`config.mk`:
```
export PLATFORM = sky130hd
export DESIGN_NAME = getir_ps_uretici_flat
export DESIGN_NICKNAME = d
export VERILOG_FILES = /design/src/rtl/getir_ps_uretici_pkg.sv /design/src/rtl/getir_ps_uretici_if.sv /design/src/rtl/getir_ps_uretici_on_cozucu.sv /design/src/rtl/getir_ps_uretici.sv /design/src/flat_wrapper.sv
export SDC_FILE = /design/constraint.sdc
export NUM_CORES = 1
export LEC_CHECK = 0
export ABC_AREA = 1
export CAP_MARGIN = 40
export CORE_MARGIN = 3
export CORE_UTILIZATION = 44
export DETAILED_ROUTE_END_ITERATION = 6
export GPL_TIMING_DRIVEN = 0
export MAX_ROUTING_LAYER = met4
export PLACE_DENSITY = 0.81
export SYNTH_ARGS = -nofsm -noshare
export SYNTH_HDL_FRONTEND = slang
export SYNTH_SLANG_ARGS = --single-unit
```
`constraint.sdc`:
```
create_clock -name clk_i -period 2.4 [get_ports clk_i]
set_clock_uncertainty 0.15 [all_clocks]
set_input_delay 0.6 -clock clk_i [delete_from_list [all_inputs] [get_ports clk_i]]
set_output_delay 0.6 -clock clk_i [all_outputs]
set_load 0.005 [all_outputs]
```
`src/rtl/getir_ps_uretici_pkg.sv`:
```
// getir_ps_uretici_pkg: shared fetch-stage types, redirect codes, opcode constants and helpers.
package getir_ps_uretici_pkg;

    typedef enum logic [1:0] {
        ATLAMAMALIYDI = 2'd0,
        ATLAMALIYDI   = 2'd1,
        SORUN_YOK     = 2'd2
    } hata_e;

    typedef enum logic [1:0] {
        ISTEK_AT,
        YANIT_BEKLE,
        SUN,
        IPTAL
    } durum_e;

    localparam logic [6:0]  OP_DAL   = 7'b1100011;
    localparam logic [6:0]  OP_JAL   = 7'b1101111;
    localparam logic [1:0]  C_OP1    = 2'b01;
    localparam logic [2:0]  F3_CJAL  = 3'b001;
    localparam logic [2:0]  F3_CJ    = 3'b101;
    localparam logic [2:0]  F3_CBEQZ = 3'b110;
    localparam logic [2:0]  F3_CBNEZ = 3'b111;
    localparam logic [31:0] NOP      = 32'h0000_0013;

    // Sequential successor in halfword units; wraps modulo 2^31.
    function automatic logic [31:1] ardisik(input logic [31:1] ps, input logic ctipi);
        return ps + (ctipi ? 31'd1 : 31'd2);
    endfunction

endpackage

```
`src/rtl/getir_ps_uretici_if.sv`:
```
// getir_ps_uretici_if: instruction-memory request/response bus between fetch (master) and L1 (slave).
interface getir_ps_uretici_if;
    logic        istek_o;
    logic [31:1] ps_o;
    logic        hazir_i;
    logic [31:0] buyruk_i;
    logic        buyruk_gecerli_i;

    modport master (output istek_o, ps_o, input hazir_i, buyruk_i, buyruk_gecerli_i);
    modport slave  (input istek_o, ps_o, output hazir_i, buyruk_i, buyruk_gecerli_i);
endinterface

```
`src/rtl/getir_ps_uretici_on_cozucu.sv`:
```
// getir_on_cozucu: combinational pre-decode of one instruction for the branch predictor lookup.
module getir_on_cozucu
    import getir_ps_uretici_pkg::*;
(
    input  logic [31:0] buyruk_i,
    output logic        ctipi_o,
    output logic        jtipi_o,
    output logic        tahmin_et_o
);
    logic       c_op1, cj, cb, jal, dal;
    logic [2:0] f3;

    assign f3    = buyruk_i[15:13];
    assign c_op1 = buyruk_i[1:0] == C_OP1;
    assign cj    = c_op1 && (f3 == F3_CJAL || f3 == F3_CJ);
    assign cb    = c_op1 && (f3 == F3_CBEQZ || f3 == F3_CBNEZ);
    assign jal   = !ctipi_o && buyruk_i[6:0] == OP_JAL;
    assign dal   = !ctipi_o && buyruk_i[6:0] == OP_DAL;

    assign ctipi_o     = buyruk_i[1:0] != 2'b11;
    assign jtipi_o     = jal || cj;
    assign tahmin_et_o = jal || dal || cj || cb;
endmodule

```
`src/rtl/getir_ps_uretici.sv`:
```
// getir_ps_uretici: fetch PC generator, one-outstanding L1 requester and single-slot decode presenter.
// Optional KIZIL_GETIR_SAYAC_EN adds fetched/redirect counters.
module getir_ps_uretici
    import getir_ps_uretici_pkg::*;
#(
    parameter logic [31:0] BASLANGIC_PS = 32'h4000_0000
) (
    input  logic               clk_i,
    input  logic               rst_i,
    input  logic               ddb_durdur_i,
    getir_ps_uretici_if.master l1b,
    output logic [31:1]        ps_o,
    output logic               buyruk_ctipi_o,
    output logic               buyruk_jtipi_o,
    output logic               tahmin_et_o,
    input  logic [31:1]        ongorulen_ps_i,
    input  logic               ongorulen_ps_gecerli_i,
    input  logic [1:0]         hata_duzelt_i,
    input  logic [31:1]        yrt_ps_i,
    input  logic               yrt_buyruk_ctipi_i,
    input  logic [31:1]        atlanan_ps_i,
    output logic [31:0]        coz_buyruk_o,
    output logic [31:1]        coz_ps_o,
    output logic               coz_tahmin_o,
    output logic               coz_gecerli_o
`ifdef KIZIL_GETIR_SAYAC_EN
    ,
    output logic [31:0]        getirilen_sayisi_o,
    output logic [31:0]        duzeltme_sayisi_o
`endif
);
    durum_e      durum_q, durum_d;
    logic [31:1] ps_q, ps_d, coz_ps_q, coz_ps_d, hedef;
    logic [31:0] coz_buyruk_q, coz_buyruk_d;
    logic        coz_tahmin_q, coz_tahmin_d, tahmin_q, tahmin_d;
    logic        ctipi, jtipi, tahmin_et, duzelt, tahmin_al;

    getir_on_cozucu u_on_cozucu (
        .buyruk_i    (coz_buyruk_q),
        .ctipi_o     (ctipi),
        .jtipi_o     (jtipi),
        .tahmin_et_o (tahmin_et)
    );

    assign duzelt    = hata_duzelt_i == ATLAMAMALIYDI || hata_duzelt_i == ATLAMALIYDI;
    assign hedef     = hata_duzelt_i == ATLAMALIYDI ? atlanan_ps_i : ardisik(yrt_ps_i, yrt_buyruk_ctipi_i);
    assign tahmin_al = tahmin_et && ongorulen_ps_gecerli_i;

    assign l1b.istek_o    = durum_q == ISTEK_AT && !rst_i;
    assign l1b.ps_o       = ps_q;
    assign coz_gecerli_o  = durum_q == SUN;
    assign coz_buyruk_o   = coz_buyruk_q;
    assign coz_ps_o       = coz_ps_q;
    assign coz_tahmin_o   = coz_tahmin_q;
    assign ps_o           = coz_ps_q;
    assign buyruk_ctipi_o = coz_gecerli_o && ctipi;
    assign buyruk_jtipi_o = coz_gecerli_o && jtipi;
    assign tahmin_et_o    = coz_gecerli_o && tahmin_et;

    always_comb begin
        durum_d      = durum_q;
        ps_d         = ps_q;
        coz_buyruk_d = coz_buyruk_q;
        coz_ps_d     = coz_ps_q;
        coz_tahmin_d = coz_tahmin_q;
        tahmin_d     = tahmin_q;
        if (duzelt) begin
            // An accepted-but-unanswered request must drain through IPTAL before refetching.
            ps_d     = hedef;
            tahmin_d = 1'b0;
            durum_d  = durum_q == ISTEK_AT ? (l1b.hazir_i ? IPTAL : ISTEK_AT) :
                       durum_q == SUN      ? ISTEK_AT :
                       (l1b.buyruk_gecerli_i ? ISTEK_AT : IPTAL);
        end else begin
            case (durum_q)
                ISTEK_AT: if (l1b.hazir_i) durum_d = YANIT_BEKLE;
                YANIT_BEKLE: if (l1b.buyruk_gecerli_i) begin
                    durum_d      = SUN;
                    coz_buyruk_d = l1b.buyruk_i;
                    coz_ps_d     = ps_q;
                    coz_tahmin_d = tahmin_q;
                end
                SUN: if (!ddb_durdur_i) begin
                    durum_d  = ISTEK_AT;
                    ps_d     = tahmin_al ? ongorulen_ps_i : ardisik(coz_ps_q, ctipi);
                    tahmin_d = tahmin_al;
                end
                default: if (l1b.buyruk_gecerli_i) durum_d = ISTEK_AT;
            endcase
        end
    end

    always_ff @(posedge clk_i) begin
        if (rst_i) begin
            durum_q      <= ISTEK_AT;
            ps_q         <= BASLANGIC_PS[31:1];
            coz_buyruk_q <= NOP;
            coz_ps_q     <= '0;
            coz_tahmin_q <= 1'b0;
            tahmin_q     <= 1'b0;
        end else begin
            durum_q      <= durum_d;
            ps_q         <= ps_d;
            coz_buyruk_q <= coz_buyruk_d;
            coz_ps_q     <= coz_ps_d;
            coz_tahmin_q <= coz_tahmin_d;
            tahmin_q     <= tahmin_d;
        end
    end

`ifdef KIZIL_GETIR_SAYAC_EN
    logic tuket;

    assign tuket = durum_q == SUN && !ddb_durdur_i && !duzelt;

    always_ff @(posedge clk_i) begin
        if (rst_i) begin
            getirilen_sayisi_o <= '0;
            duzeltme_sayisi_o  <= '0;
        end else begin
            getirilen_sayisi_o <= getirilen_sayisi_o + {31'd0, tuket};
            duzeltme_sayisi_o  <= duzeltme_sayisi_o + {31'd0, duzelt};
        end
    end
`endif
endmodule

```
`src/flat_wrapper.sv`:
```
// flat-port wrapper written by rule: the top's interface ports become plain ports
module getir_ps_uretici_flat import getir_ps_uretici_pkg::*;
#(
    parameter logic [31:0] BASLANGIC_PS = 32'h4000_0000
)
  (clk_i, rst_i, ddb_durdur_i, ps_o, buyruk_ctipi_o, buyruk_jtipi_o, tahmin_et_o, ongorulen_ps_i, ongorulen_ps_gecerli_i, hata_duzelt_i, yrt_ps_i, yrt_buyruk_ctipi_i, atlanan_ps_i, coz_buyruk_o, coz_ps_o, coz_tahmin_o, coz_gecerli_o, l1b_istek_o, l1b_ps_o, l1b_hazir_i, l1b_buyruk_i, l1b_buyruk_gecerli_i);
  getir_ps_uretici_if l1b_i ();
  input  logic clk_i;
  input  logic rst_i;
  input  logic ddb_durdur_i;
  output logic [31:1] ps_o;
  output logic buyruk_ctipi_o;
  output logic buyruk_jtipi_o;
  output logic tahmin_et_o;
  input  logic [31:1] ongorulen_ps_i;
  input  logic ongorulen_ps_gecerli_i;
  input  logic [1:0] hata_duzelt_i;
  input  logic [31:1] yrt_ps_i;
  input  logic yrt_buyruk_ctipi_i;
  input  logic [31:1] atlanan_ps_i;
  output logic [31:0] coz_buyruk_o;
  output logic [31:1] coz_ps_o;
  output logic coz_tahmin_o;
  output logic coz_gecerli_o;
  output wire logic [$bits(l1b_i.istek_o)-1:0] l1b_istek_o;
  output wire logic [$bits(l1b_i.ps_o)-1:0] l1b_ps_o;
  input wire logic [$bits(l1b_i.hazir_i)-1:0] l1b_hazir_i;
  input wire logic [$bits(l1b_i.buyruk_i)-1:0] l1b_buyruk_i;
  input wire logic [$bits(l1b_i.buyruk_gecerli_i)-1:0] l1b_buyruk_gecerli_i;
  assign l1b_istek_o = l1b_i.istek_o;
  assign l1b_ps_o = l1b_i.ps_o;
  assign l1b_i.hazir_i = l1b_hazir_i;
  assign l1b_i.buyruk_i = l1b_buyruk_i;
  assign l1b_i.buyruk_gecerli_i = l1b_buyruk_gecerli_i;
  getir_ps_uretici #(.BASLANGIC_PS(BASLANGIC_PS)) u_core (.clk_i(clk_i), .rst_i(rst_i), .ddb_durdur_i(ddb_durdur_i), .l1b(l1b_i), .ps_o(ps_o), .buyruk_ctipi_o(buyruk_ctipi_o), .buyruk_jtipi_o(buyruk_jtipi_o), .tahmin_et_o(tahmin_et_o), .ongorulen_ps_i(ongorulen_ps_i), .ongorulen_ps_gecerli_i(ongorulen_ps_gecerli_i), .hata_duzelt_i(hata_duzelt_i), .yrt_ps_i(yrt_ps_i), .yrt_buyruk_ctipi_i(yrt_buyruk_ctipi_i), .atlanan_ps_i(atlanan_ps_i), .coz_buyruk_o(coz_buyruk_o), .coz_ps_o(coz_ps_o), .coz_tahmin_o(coz_tahmin_o), .coz_gecerli_o(coz_gecerli_o));
endmodule
```
Word-level counts from Yosys, hierarchy flattened
Index checks and enable logic that the tools add are counted.
- add/sub/neg operators: 2
- equal/unequal tests: 15
- multiplexer cells: 17
- bitwise operators: 2
- reductions and logical operators: 27
- operators with widths (kind ; count):
    2-to-1 mux 31 bit ; 5
    adder 31 bit ; 2
    2-to-1 mux 2 bit ; 11
    == test 7 bit (second input constant) ; 2
    == test 3 bit (second input constant) ; 3
    logical AND 1 bit ; 9
    logical OR 1 bit ; 7
    == test 2 x 1 -> 1 bit (second input constant) ; 3
    != test 3 x 2 -> 1 bit (second input constant) ; 2
    case mux 2 bit (3 select lines) ; 1
    zero test 2 bit ; 2
    AND reduction 2 bit ; 2
    AND reduction 4 bit ; 1
    nonzero test 4 bit ; 1
    == test 3 x 1 -> 1 bit (second input constant) ; 1
    != test 3 bit (second input constant) ; 1
    AND reduction 3 bit ; 1
    == test 2 bit (second input constant) ; 1
    zero test 1 bit ; 2
    != test 2 x 1 -> 1 bit (second input constant) ; 1
    != test 2 bit (second input constant) ; 1
    NOT 1 bit ; 2
    nonzero test 2 bit ; 1
    OR reduction 2 bit ; 1
- register bits after elaboration: 98
- input bits: 134
- output and inout bits: 131
- logic and storage cells: 69

Depth between registers and ports, before layout
Gate-level depths: netlist of run 1.
- word-level depth: 11
- mapped depth: 15
- depth with buffers taken out: 15

Modules after synthesis
From an unflattened synthesis of run 1, not the netlist that was laid out.
- cell total of the unflattened synthesis: 1123
- area total of the unflattened synthesis: 6696.4 µm²
- modules (own cells, without submodules) (module ; times used ; cells an instance ; area an instance (µm²) ; sequential area each (µm²)):
    getir_ps_uretici ; 1 ; 1101 ; 6590.1 ; 1961.9
    getir_on_cozucu ; 1 ; 22 ; 106.4 ; 0.0

Worst setup path after synthesis of run 1
Ideal clock, no wire load.
- path kind: in2reg
- start: input port yrt_ps_i[1] in the netlist's numbering
- end: register u_core.ps_q, in the netlist u_core.l1b.ps_o[17]
- setup time: 0.122 ns
- arrival: 1.982 ns
- path slack: 0.146 ns
- stages: 9
- path through: ha_1 > fa_1 > nand3_1 > inv_1 > nand2_1 > nor3_1 > nand3b_1 > a21oi_1 > a21oi_2
- word-level cells in the longest chain between the ends: 3
- RTL lines (element ; line ; source):
    start: declaration ; flat_wrapper.sv:18 ; input logic [31:1] yrt_ps_i;
    adder 31 bit ; getir_ps_uretici_pkg.sv:28 ; return ps + (ctipi ? 31'd1 : 31'd2);
    2-to-1 mux 31 bit ; getir_ps_uretici.sv:46 ; assign hedef = hata_duzelt_i == ATLAMALIYDI ? atlanan_ps_i : ardisik(yrt_ps_i, yrt_buyruk_ctipi_i);
    2-to-1 mux 31 bit ; getir_ps_uretici.sv:67 ; if (duzelt) begin
    end signal: assignment ; getir_ps_uretici.sv:96 ; ps_q <= BASLANGIC_PS[31:1];
    end signal: assignment ; getir_ps_uretici.sv:103 ; ps_q <= ps_d;
    end: declaration ; getir_ps_uretici.sv:33 ; logic [31:1] ps_q, ps_d, coz_ps_q, coz_ps_d, hedef;
Every way passes these cells.
A chain may end at the register's enable or synchronous reset.

Worst setup path after layout of run 1
- start: register u_core.coz_ps_q, in the netlist u_core.coz_ps_o[10]
- end: output port ps_o[10] in the netlist's numbering
- RTL lines (element ; line ; source):
    start: declaration ; getir_ps_uretici.sv:33 ;
    start signal: assignment ; getir_ps_uretici.sv:105 ; coz_ps_q <= coz_ps_d;
    end: declaration ; flat_wrapper.sv:11 ; output logic [31:1] ps_o;
No word-level cell between the ends.

==> results.toml, run 1 <==
[timing]
slew_headroom_pct = 55.2
post-route-min-period_ps = 2390
finalCritPeriodShare_pct = 99.5
tightest_slew_ps = 671
tns_ps = 0
slew_violations = 0
clock.fmax_mhz = 419
setup_ws_ps = 12.5
finalHoldViolations = 0
setup_violations = 0

[synthesis]
yosys.area.top_type_share_pct = 30.0
synthArstFlopShare_pct = 0
ys_ff_latch = 98
netlist_top_cells_count = "nand2_1, nor2_1, inv_1, o21ai_0, dfxtp_1"
synthFlopType = "dfxtp_1"
ys_types = 40
yosys.area.top_type = "dfxtp_1"
ys_seq_area_share_pct = 30.0
yosysMostFrequentCell = "nand2_1"
syn_area_mm2 = 0.00655
postSynthCellCount = 1087
synth_nets = 1226
synth.area.top_cells = "dfxtp_1, nand2_1, nor2_1, o21ai_0, inv_1"
yosysWarnings = 0
synth_edf_count = 0
syn_avg_cell_area_um2 = 6.02

[setup_path]
required_ps = 1650
rr_startpoint = "u_core.coz_buyruk_o[0]"
cp-start-kind = "flip-flop"
crit_start = "u_core.coz_ps_o[10]"
worstSetupEndpointType = "primary output"
crit_arrival_ps = 1640
worstSetupPathType = "reg2out"
cp_max_fo = 7
cp_slowest_cell = "dfxtp_1"
crit_path_max_incr_delay_ps = 580
crit_chain = "buf_4 -> clkdlybuf4s50_1"

[floorplanning]
die_w_um = 128
start_util_pct = 46.1
dieArea_mm2 = 0.0164
num_io_pins = 265
core_mm2 = 0.0142
die_h_um = 128
num_rows = 43

[run]
cap_violations = 0

[power]
p_leak_nw = 4.13
vdd_drop_max_v = 0.000459
power_density_mw_per_mm2 = 441

[global_route]
grt_pass1_wl_um = 44700
grt_pass1_vias = 7982
grt_overflow = 0
grtUsageTotal_pct = 36.2
grt_max_degree = 21
antenna_found_initial = 0

[routing]
drt_iter0_drc = 1045
wl_per_cell_um = 19.2
routed_wl_um = 29800
antenna_left = 0
viasPerCell = 5.62
dr.pass1.iters = 7
drc = 0
vias = 8715

[placement]
place.gp.congestion = 1.02
io_buffers = 262
post-place-ws_ps = -752
dp_hpwl_um = 23800

[worst_hold_path]
min_path_type = "reg2reg"
worstHoldStart = "u_core.l1b.ps_o[2]"

[final_layout]
drive_above_1_share_pct = 9.42
nets = 1504
antennaDiodeCount = 0
n_fill_cell = 1266
syn_to_final_growth_pct = 51.4

[status]
status = "complete, no violations"

[clock_tree]
root_buffer = "clkbuf_16"
cts_tree = "built"
cts.clk_slew.worst_paths_ps = 80
hold_buffers = 0
clkSinkCount = 98
insertion_delay_ps = 360
cts_made_buffers = 9
cts.htree.levels = 3
cts_buffer_depth = 2
[final cells by class]
cell class              count  area [um2]  area share (%)
flip-flops and latches     98        1970            19.9
clock buffers               9         225            2.27
plain buffers              74         438            4.42
inverters                 110         415            4.19
well taps                 180         225            2.27
clock inverters             7        81.3           0.820
multi-input cells         805        3890            39.3
repair buffers            267        2670            26.9
[routing by layer]
metal | GRT usage, % | wire length (um) | part of all wire [%]
met2 | 55.8 | 13400 | 45
met4 | 11.5 | 1060 | 3.6
met5 | - | 0 | 0
met1 | 48.4 | 12100 | 41
met3 | 6.63 | 3200 | 11
[logic make-up (layout without fill, tap and decap cells)]
family	Yosys count	after routing	synth area share (%)
fa+ha+maj	5	5	1.07
xor+xnor	13	13	1.74
simple gates	585	585	37.4
buf+inv	184	467	12.9
flops	98	98	30.0
compound gates	202	202	16.9
[per-stage QoR]
stage | total power [mW] | utilization, % | instance area [um2] | hold WS, ps | instances
6_report | 4.37 | 69.8 | 9910 | 330 | 1550
5_1_grt | 4.52 | 69.8 | 9910 | 367 | 1550
4_1_cts | 4.33 | 68.9 | 9790 | 333 | 1546
3_5_place_dp | 2.87 | 66.1 | 9400 | 315 | 1529
3_3_place_gp | 2.86 | 66.1 | 9400 | 314 | 1529
2_1_floorplan | 2.22 | - | 6550 | 306 | 1087
[path summary, 6_finish.rpt]
check / endpoint / slack, ps / cells past startpoint
setup / recovery: ps_o[10] / 10 / 2
hold / removal: u_core.coz_ps_o[2] / 330 / 2
setup reg to reg: u_core.l1b.ps_o[17] / 190 / 13
hold reg to reg: u_core.coz_ps_o[2] / 330 / 2
[registers in the layout, summed over array words and instances, names as in the netlist]
signal	flops
u_core.tahmin_q	1
u_core.coz_tahmin_o	1
u_core.coz_ps_o	31
u_core.coz_buyruk_o	32
u_core.durum_q	2
u_core.l1b.ps_o	31
[cells in the final DEF (no fill, tap or decap), types with 4 or more instances in the layout]
cell type        instances
nor2_1                 201
nand3_1                 70
nand3_2                  7
inv_1                  103
inv_2                    4
clkdlybuf4s50_1        257
buf_4                   38
buf_2                    8
a31oi_1                  5
a21oi_2                  8
xor2_1                  10
o21ai_0                104
or2_1                    6
nand2_2                  9
o211ai_1                 9
clkbuf_1                26
nand4_1                 11
a21oi_1                 61
clkbuf_16                9
dfxtp_1                 94
nand2_1                230
nand3b_1                15
nor2_4                   6
nor2_2                  12
nor3_1                  12
[power breakdown]
group          switching, mW  total, mW  internal (mW)
Clock                  0.739       1.48          0.742
Sequential             0.109       1.83           1.72
Combinational          0.506       1.06          0.555
[timing repair]
action | 4_1_cts | 5_1_grt
gates resized for setup | 28 | 33
setup buffers | 1 | 4
pin swaps | 3 | 7
endpoints found under the setup margin | 16 | 29
[worst max-delay path, delay by kind of cell (launching register included)]
kind / cells / cell delay [ps]
buffers and inverters: 2 / 690
DFF: 1 / 580
(Power assumes the default switching activity.)
==> run 2, diff against run 1 <==
- CORE_UTILIZATION: 44 -> 48
- PLACE_DENSITY: 0.81 -> 0.88
- clock period: 2.4 -> 3.1 ns (I/O delays scaled with it)
==> run 2 against run 1 <==
  * Non-clock buffer count shrank 5
  * Global-route usage grew 2.9 points
  * Worst hold slack improved by 16 ps
  * Clock power fell by 21%
  * Register-to-register slack better by 410 ps
  * Power down 22%
  * Setup slack better by 180 ps
  * Combinational power decreased by 23%
  * Final cell count shrank 0.65%
  * Die area is 7.9% lower
  * First-iteration DRC count rose by 11%
==> results.toml, run 2 (synthesis gave the netlist of run 1 again) <==
[final_layout]
drive_above_1_share_pct = 6.01
ff_latch_area_mm2 = 0.00196
largest_reg_flops = 32
mostFrequentLayoutCells = "clkdlybuf4s50_1, nand2_1, nor2_1"
final_common_cell = "clkdlybuf4s50_1"
multiInputGateArea_mm2 = 0.00374
final_cell_count_no_fill = 1540
antennaDiodeCount = 0
n_fill_cell = 1122
syn_to_final_growth_pct = 48.0
nets = 1499

[setup_path]
worstSetupPathType = "in2reg"
rr_worst_depth = 13
cp_slowest_cell = "clkdlybuf4s50_1"
cp-start-kind = "input port"
crit_arrival_ps = 3010
crit_chain = "clkdlybuf4s50_1 -> ha_1 -> fa_1 -> nand3_1 -> nor2_1 -> inv_1 -> nor2_1 -> nand2_1 -> nand2_1 -> nand3_1 -> nand2_1 -> nand2_1 -> nor2_1 -> nor2_1"
required_ps = 3210
cp_max_fo = 4
critPathBufInv = 2
rr_startpoint = "u_core.coz_buyruk_o[0]"
r2r_end = "u_core.l1b.ps_o[17]"
crit_start = "yrt_buyruk_ctipi_i"
critPathTopFamily = "simple AND/OR/NAND/NOR gates"
crit_path_max_incr_delay_ps = 470
r2r_setup_slack_ps = 600
worstSetupEndpointType = "flip-flop"
cp.depth = 14

[routing]
drc = 0
drt_iter0_drc = 1160
routed_wl_um = 29700
antenna_left = 0
vias = 8799
viasPerCell = 5.71
wl_per_cell_um = 19.3
dr.pass1.iters = 7

[clock_tree]
cts_made_buffers = 9
hold_buffers = 0
postCtsSetupRepairBufs = 0
cts_tree = "built"
post_cts_resized = 0
clkSinkCount = 98
cts_buffer_depth = 2
insertion_delay_ps = 360
cts.htree.levels = 3
cts.clk_slew.worst_paths_ps = 70
root_buffer = "clkbuf_16"

[floorplanning]
num_rows = 42
start_util_pct = 49.2
die_w_um = 123
core_mm2 = 0.0133
die_h_um = 123
num_io_pins = 265
dieArea_mm2 = 0.0151

[run]
cap_violations = 0

[placement]
dp_cells = 1525
place.gp.congestion = 1.07
dp_hpwl_um = 23600
io_buffers = 262
post-place-ws_ps = -286

[timing]
rsz0062_at_grt = "false"
finalHoldViolations = 0
tightest_slew_ps = 695
clock.fmax_mhz = 344
setup_violations = 0
setup_ws_ps = 194
post-route-min-period_ps = 2910
slew_violations = 0
finalCritPeriodShare_pct = 93.8
slew_headroom_pct = 53.6

[power]
total_power_mw = 3.40
vdd_drop_max_v = 0.000294
p_leak_nw = 4.04
power_density_mw_per_mm2 = 351

[worst_hold_path]
worstHoldStart = "u_core.l1b.ps_o[2]"
holdPathStages = 2
min_to = "u_core.coz_ps_o[2]"
min_path_type = "reg2reg"

[global_route]
grt_max_degree = 18
antenna_found_initial = 0
grt_pass1_wl_um = 43700
grt_overflow = 0
grt_pass1_vias = 8039
grtUsageTotal_pct = 39.2

[status]
status = "complete, no violations"
-- run 2: cell types whose count changed in the layout (fill, tap and decap cells not counted), moves of 4 or more --
cell,change
nand3_2,-5
dfxtp_1,+4
nor2_2,-10
buf_4,-5
clkdlybuf4s50_1,+5
nor2_4,-6
nand2_1,+4
nand3_1,+6
nor2_1,+16
-- run 2: power breakdown --
group,switching [mW],internal [mW]
registers,0.0849,1.33
clock network,0.536,0.634
logic,0.391,0.423
total,1.01,2.39
-- run 2: cell type report --
type / instances / area share (%)
plain buffers: 74 / 4.48
clock buffers: 9 / 2.32
clock inverters: 6 / 0.749
inverters: 110 / 4.26
multi-input cells: 805 / 38.6
flip-flops and latches: 98 / 20.2
well taps: 176 / 2.27
repair buffers: 262 / 27.1
-- run 2: worst max path at each step --
stage	endpoint	slack, ps
2_1_floorplan	u_core.l1b.ps_o[17]	670
3_3_place_gp	u_core.l1b.ps_o[25]	-290
3_5_place_dp	u_core.l1b.ps_o[25]	-290
4_1_cts	u_core.l1b.ps_o[25]	80
5_1_grt	u_core.l1b.ps_o[31]	8
6_report	u_core.l1b.ps_o[31]	190
-- run 2: layer usage --
| metal | track usage [%] | vias to the layer above | share of wire (%) |
|---|---|---|---|
| li1 | - | 4018 | - |
| met1 | 51.3 | 3984 | 40 |
| met2 | 57.5 | 681 | 43 |
| met3 | 9.54 | 116 | 12 |
| met4 | 16.7 | 0 | 4.7 |
| met5 | - | - | 0 |
-- run 2: worst register-to-register path, cell delays in order, from the launching register on --
cell and delay, ps:
dfxtp_1 460, nand2_2 160, nand2_1 120, and2_1 140, ha_1 140, inv_1 40
nand2_2 160, nand3_1 220, nor2_2 240, inv_1 80, o21ai_0 140, nand3_1 140
nand2_1 150, a21oi_2 60
-- run 2: through the flow --
stage	utilization [%]	setup TNS [ps]	cell area [um2]	hold WS, ps
2_1_floorplan	-	0	6550	306
3_3_place_gp	70.6	-1360	9390	315
3_5_place_dp	70.6	-1400	9390	319
4_1_cts	72.9	0	9690	340
5_1_grt	72.9	0	9690	375
6_report	72.9	0	9690	346
==> RTL edit 1: new RTL, settings of run 1 <==
The 4 values of `durum_e` get a one-hot encoding in 4 bits.
--- a/src/rtl/getir_ps_uretici_pkg.sv
+++ b/src/rtl/getir_ps_uretici_pkg.sv
@@ -9,7 +9,7 @@
 
-    typedef enum logic [1:0] {
-        ISTEK_AT,
-        YANIT_BEKLE,
-        SUN,
-        IPTAL
+    typedef enum logic [3:0] {
+        ISTEK_AT    = 4'b0001,
+        YANIT_BEKLE = 4'b0010,
+        SUN         = 4'b0100,
+        IPTAL       = 4'b1000
     } durum_e;
Check against the original RTL: no difference found for any inputs over 4 cycles, from zero or initial values and one cycle with rst_i high; so few cycles prove little.
==> RTL edit 1 against run 1 <==
- sequential cell count is 2 higher
- power fell by 4.4%
- setup slack better by 0.049 ns
- count of clock-buffer cells in the layout is the same
- design area rose by 2.4%
- area after synthesis is 2.8% higher
- wire length decreased by 4.2%
- final cell count rose by 1.8%
==> RTL edit 1: results (changes against run 1) <==
[layout]
buf_share = 0.313  ; -0.000422
num-multi-input-gates = 824  ; +2.4%
n_all_inverters = 107  ; -2.7%
clk_share = 0.0276  ; -0.00332
multi_input_area_share = 0.399  ; +0.00668
diodes = 0  ; unchanged
signal_buffers = 348  ; +2.1%
synthToLayoutAreaGrowth_pct = 50.9
n_fill_cell = 1366  ; +7.9%
drive_above_1_share = 0.109  ; +0.0149
layout.nets = 1529  ; +1.7%

[power]
peakVddDrop_uv = 381  ; -17%
fin_total_pwr_uw = 4180  ; -4.4%
p_switching_uw = 1250  ; -8.1%
total_leakage_power_uw = 0.00424  ; +2.7%
comb-power_uw = 929  ; -12%

[logic_synthesis]
synth.top_cells.by_area = dfxtp_1, nand2_1, nor2_1
synthAdderAreaFrac = 0.0104  ; -0.000290
yosysSeqAreaShare = 0.297  ; -0.00218
syn-num-nets = 1246  ; +1.6%
syn-instance-count = 1107  ; +1.8%
ys_ff_latch = 100  ; +2.0%
synth-compound-area-share = 0.168  ; -0.00105
async_reset_ff_frac = 0  ; unchanged
yosys-top-cells-count = nand2_1, nor2_1, o21ai_0, inv_1, dfxtp_1
synthXorXnorAreaFrac = 0.0169  ; -0.000472
synth.distinct_cells = 45  ; +13%

[place]
gp_congestion = 1.00  ; -1.3%
dpl.hpwl_um = 22800  ; -4.1%
placed_cell_area_mm2 = 0.00958  ; +2.0%
pre_cts_slack_ns = -0.971  ; -0.219 ns
place_inst = 1553  ; +1.6%

[die]
die_w_um = 130  ; +1.3%

[global_routing]
grt_pass1_vias = 7870  ; -1.4%
track_usage = 0.337  ; -0.0254
grt_pass1_wl_um = 42500  ; -5.0%
grt_max_degree = 19  ; -9.5%

[min_path]
holdCritStartpoint = u_core.l1b.ps_o[15]$_SDFFE_PP0P_

[drt]
dr.pass1.iters = 6  ; -1
wire_per_inst_um = 18.1  ; -5.9%
wl_um = 28600  ; -4.2%

[critical_path]
crit_slowest_cell = clkdlybuf4s50_1
critPathLaunch = hata_duzelt_i[1]
arrival_ns = 2.44  ; +0.80 ns
cpPeakStageDelay_ns = 0.63  ; +0.05 ns
cp_max_fo = 10  ; +3
r2r_start = u_core.coz_ps_o[2]$_SDFFE_PP0P_

[run_status]
status = completed

[timing]
tightest_slew_ns = 0.666  ; -0.00576 ns

## RTL edit 1: final timing paths
check	to	slack (ns)	depth (start not counted)
worst min register to register	u_core.l1b.ps_o[15]$_SDFFE_PP0P_	0.35	2
worst max register to register	u_core.l1b.ps_o[17]$_SDFFE_PP0P_	0.15	12
worst min-delay path	u_core.l1b.ps_o[15]$_SDFFE_PP0P_	0.35	2
worst max-delay path	u_core.l1b.ps_o[5]$_SDFFE_PP0P_	0.06	8
## RTL edit 1: layer usage
layer | GRT usage | routed length [um] | vias up
met2 | 0.518 | 13100 | 482
met3 | 0.0573 | 2550 | 82
met5 | - | 0 | -
met1 | 0.437 | 11600 | 3813
li1 | - | - | 4109
met4 | 0.145 | 1300 | 0
## RTL edit 1: repair_timing
item                                    in CTS  in global routing
resized for setup                           36                 56
pin swaps                                    3                  9
setup buffers                                5                  5
cloned                                       0                  0
endpoints found under the setup margin      34                 64
==> RTL edit 2: new RTL, settings of run 1 <==
Without the edit above. `BASLANGIC_PS` is set to 32'h4000_0000 in 2 places; all go to 32'h30000000.
--- a/src/rtl/getir_ps_uretici.sv
+++ b/src/rtl/getir_ps_uretici.sv
@@ -5,3 +5,3 @@
 #(
-    parameter logic [31:0] BASLANGIC_PS = 32'h4000_0000
+    parameter logic [31:0] BASLANGIC_PS = 32'h30000000
 ) (
--- a/src/flat_wrapper.sv
+++ b/src/flat_wrapper.sv
@@ -3,3 +3,3 @@
 #(
-    parameter logic [31:0] BASLANGIC_PS = 32'h4000_0000
+    parameter logic [31:0] BASLANGIC_PS = 32'h30000000
 )
Formal check against the unedited RTL: not equivalent (a bounded check fails within 4 cycles, from zero or initial values and one cycle with rst_i high).
==> RTL edit 2 against run 1 <==
- die area is 2.1% higher
- design area rose by 1.8%
- sequential cell count unchanged
- setup slack improved by 0.031 ns
- area after synthesis rose by 2.2%
- critical path depth rose by 4
- wire length shrank 1.6%
- count of clock-buffer cells in the layout up 3
- fmax grew 1.3%
- power decreased by 0.47%
==> RTL edit 2: results (changes against run 1) <==
[run_status]
status = completed

[logic_synthesis]
syn-num-nets = 1224  ; -0.16%
synth.distinct_cells = 46  ; +15%
synth.top_cells.by_area = dfxtp_1, nand2_1, nor2_1
syn-instance-count = 1085  ; -0.18%
yosys-top-cells-count = nand2_1, nor2_1, inv_1, o21ai_0, dfxtp_1
yosysSeqAreaShare = 0.293  ; -0.00644

[global_routing]
grt_max_degree = 16  ; -24%
track_usage = 0.346  ; -0.0159
grt_pass1_wl_um = 43000  ; -3.9%
grt_pass1_vias = 7652  ; -4.1%

[layout]
fin_area_mm2 = 0.0101  ; +1.8%
n_fill_cell = 1330  ; +5.1%
drive_above_1_share = 0.110  ; +0.0162

[timing]
fmaxAchievable_mhz = 424  ; +1.3%
relSlewSlack = 0.549  ; -0.00362
holdWs_ns = 0.354  ; +0.0245 ns

[place]
portBuffers = 264  ; +0.76%
pre_cts_slack_ns = -0.745  ; +0.00727 ns
gp_congestion = 1.03  ; +0.81%

[min_path]
holdCritStartpoint = u_core.tahmin_q$_SDFFE_PP0P_
holdPathEnd = u_core.coz_tahmin_o$_SDFFE_PP0P_

[critical_path]
cpPeakStageDelay_ns = 0.70  ; +0.12 ns
timing.rr.end = u_core.l1b.ps_o[17]$_SDFFE_PP0P_
rr_worst_depth = 14  ; +1
critPathLaunch = hata_duzelt_i[1]
crit_end = u_core.l1b.ps_o[14]$_SDFFE_PP0P_
crit_slowest_cell = clkdlybuf4s50_1
r2r_start = u_core.coz_ps_o[2]$_SDFFE_PP0P_
cp_max_fo = 10  ; +3

[drt]
via_per_inst = 5.40  ; -4.0%
wire_per_inst_um = 18.9  ; -1.7%
drtIter0Drc = 949  ; -9.2%

[power]
peakVddDrop_uv = 347  ; -24%
total_leakage_power_uw = 0.00429  ; +3.9%
switching_share = 0.299  ; -0.0115

==> RTL edit 2: changes by cell type after synthesis, sizes merged, moves of 5 or more <==
cell / run 1 / this run
a21oi: 69 / 58
nor2: 219 / 213
nand2: 241 / 264
nor3: 13 / 8
==> RTL edit 2: cells by family after synthesis <==
family	after synthesis	synth area share
compound gates	186	0.158
simple gates	598	0.386
buf+inv	181	0.130
fa+ha+maj	5	0.0105
xor+xnor	17	0.0223
flops	98	0.293
==> RTL edit 2: final cells by class <==
class / count / area (um^2) / area share
buffer: 73 / 482 / 0.0477
clock buffer: 12 / 256 / 0.0254
clock inverter: 3 / 23.8 / 0.00236
inverter: 107 / 407 / 0.0403
multi-input combinational: 806 / 4050 / 0.401
sequential: 98 / 1970 / 0.195
tap: 184 / 230 / 0.0228
timing repair buffer: 269 / 2680 / 0.265
==> RTL edit 2: metal layers <==
layer  track usage  vias up  part of all wire
met5             -        -                 0
met4         0.119        0             0.033
met3        0.0660       62             0.090
met2         0.553      462              0.47
met1         0.440     3843              0.41
li1              -     4012                 -
==> RTL edit 2: power by group through the flow <==
| stage | Clock (uW) | Combinational, uW | Sequential (uW) |
|---|---|---|---|
| finish | 1420 | 1110 | 1830 |
| global route | 1480 | 1190 | 1830 |
| CTS | 1410 | 1070 | 1820 |
| detailed placement | 0 | 1050 | 1860 |
| global placement | 0 | 1040 | 1860 |
| floorplan | 0 | 406 | 1830 |
==> RTL edit 2: what timing repair did <==
item,in CTS,in global routing
gates resized for setup,40,42
pin swaps,4,9
hold buffers,0,0
cloned,0,0
setup buffers,1,4
setup endpoints to repair,29,37
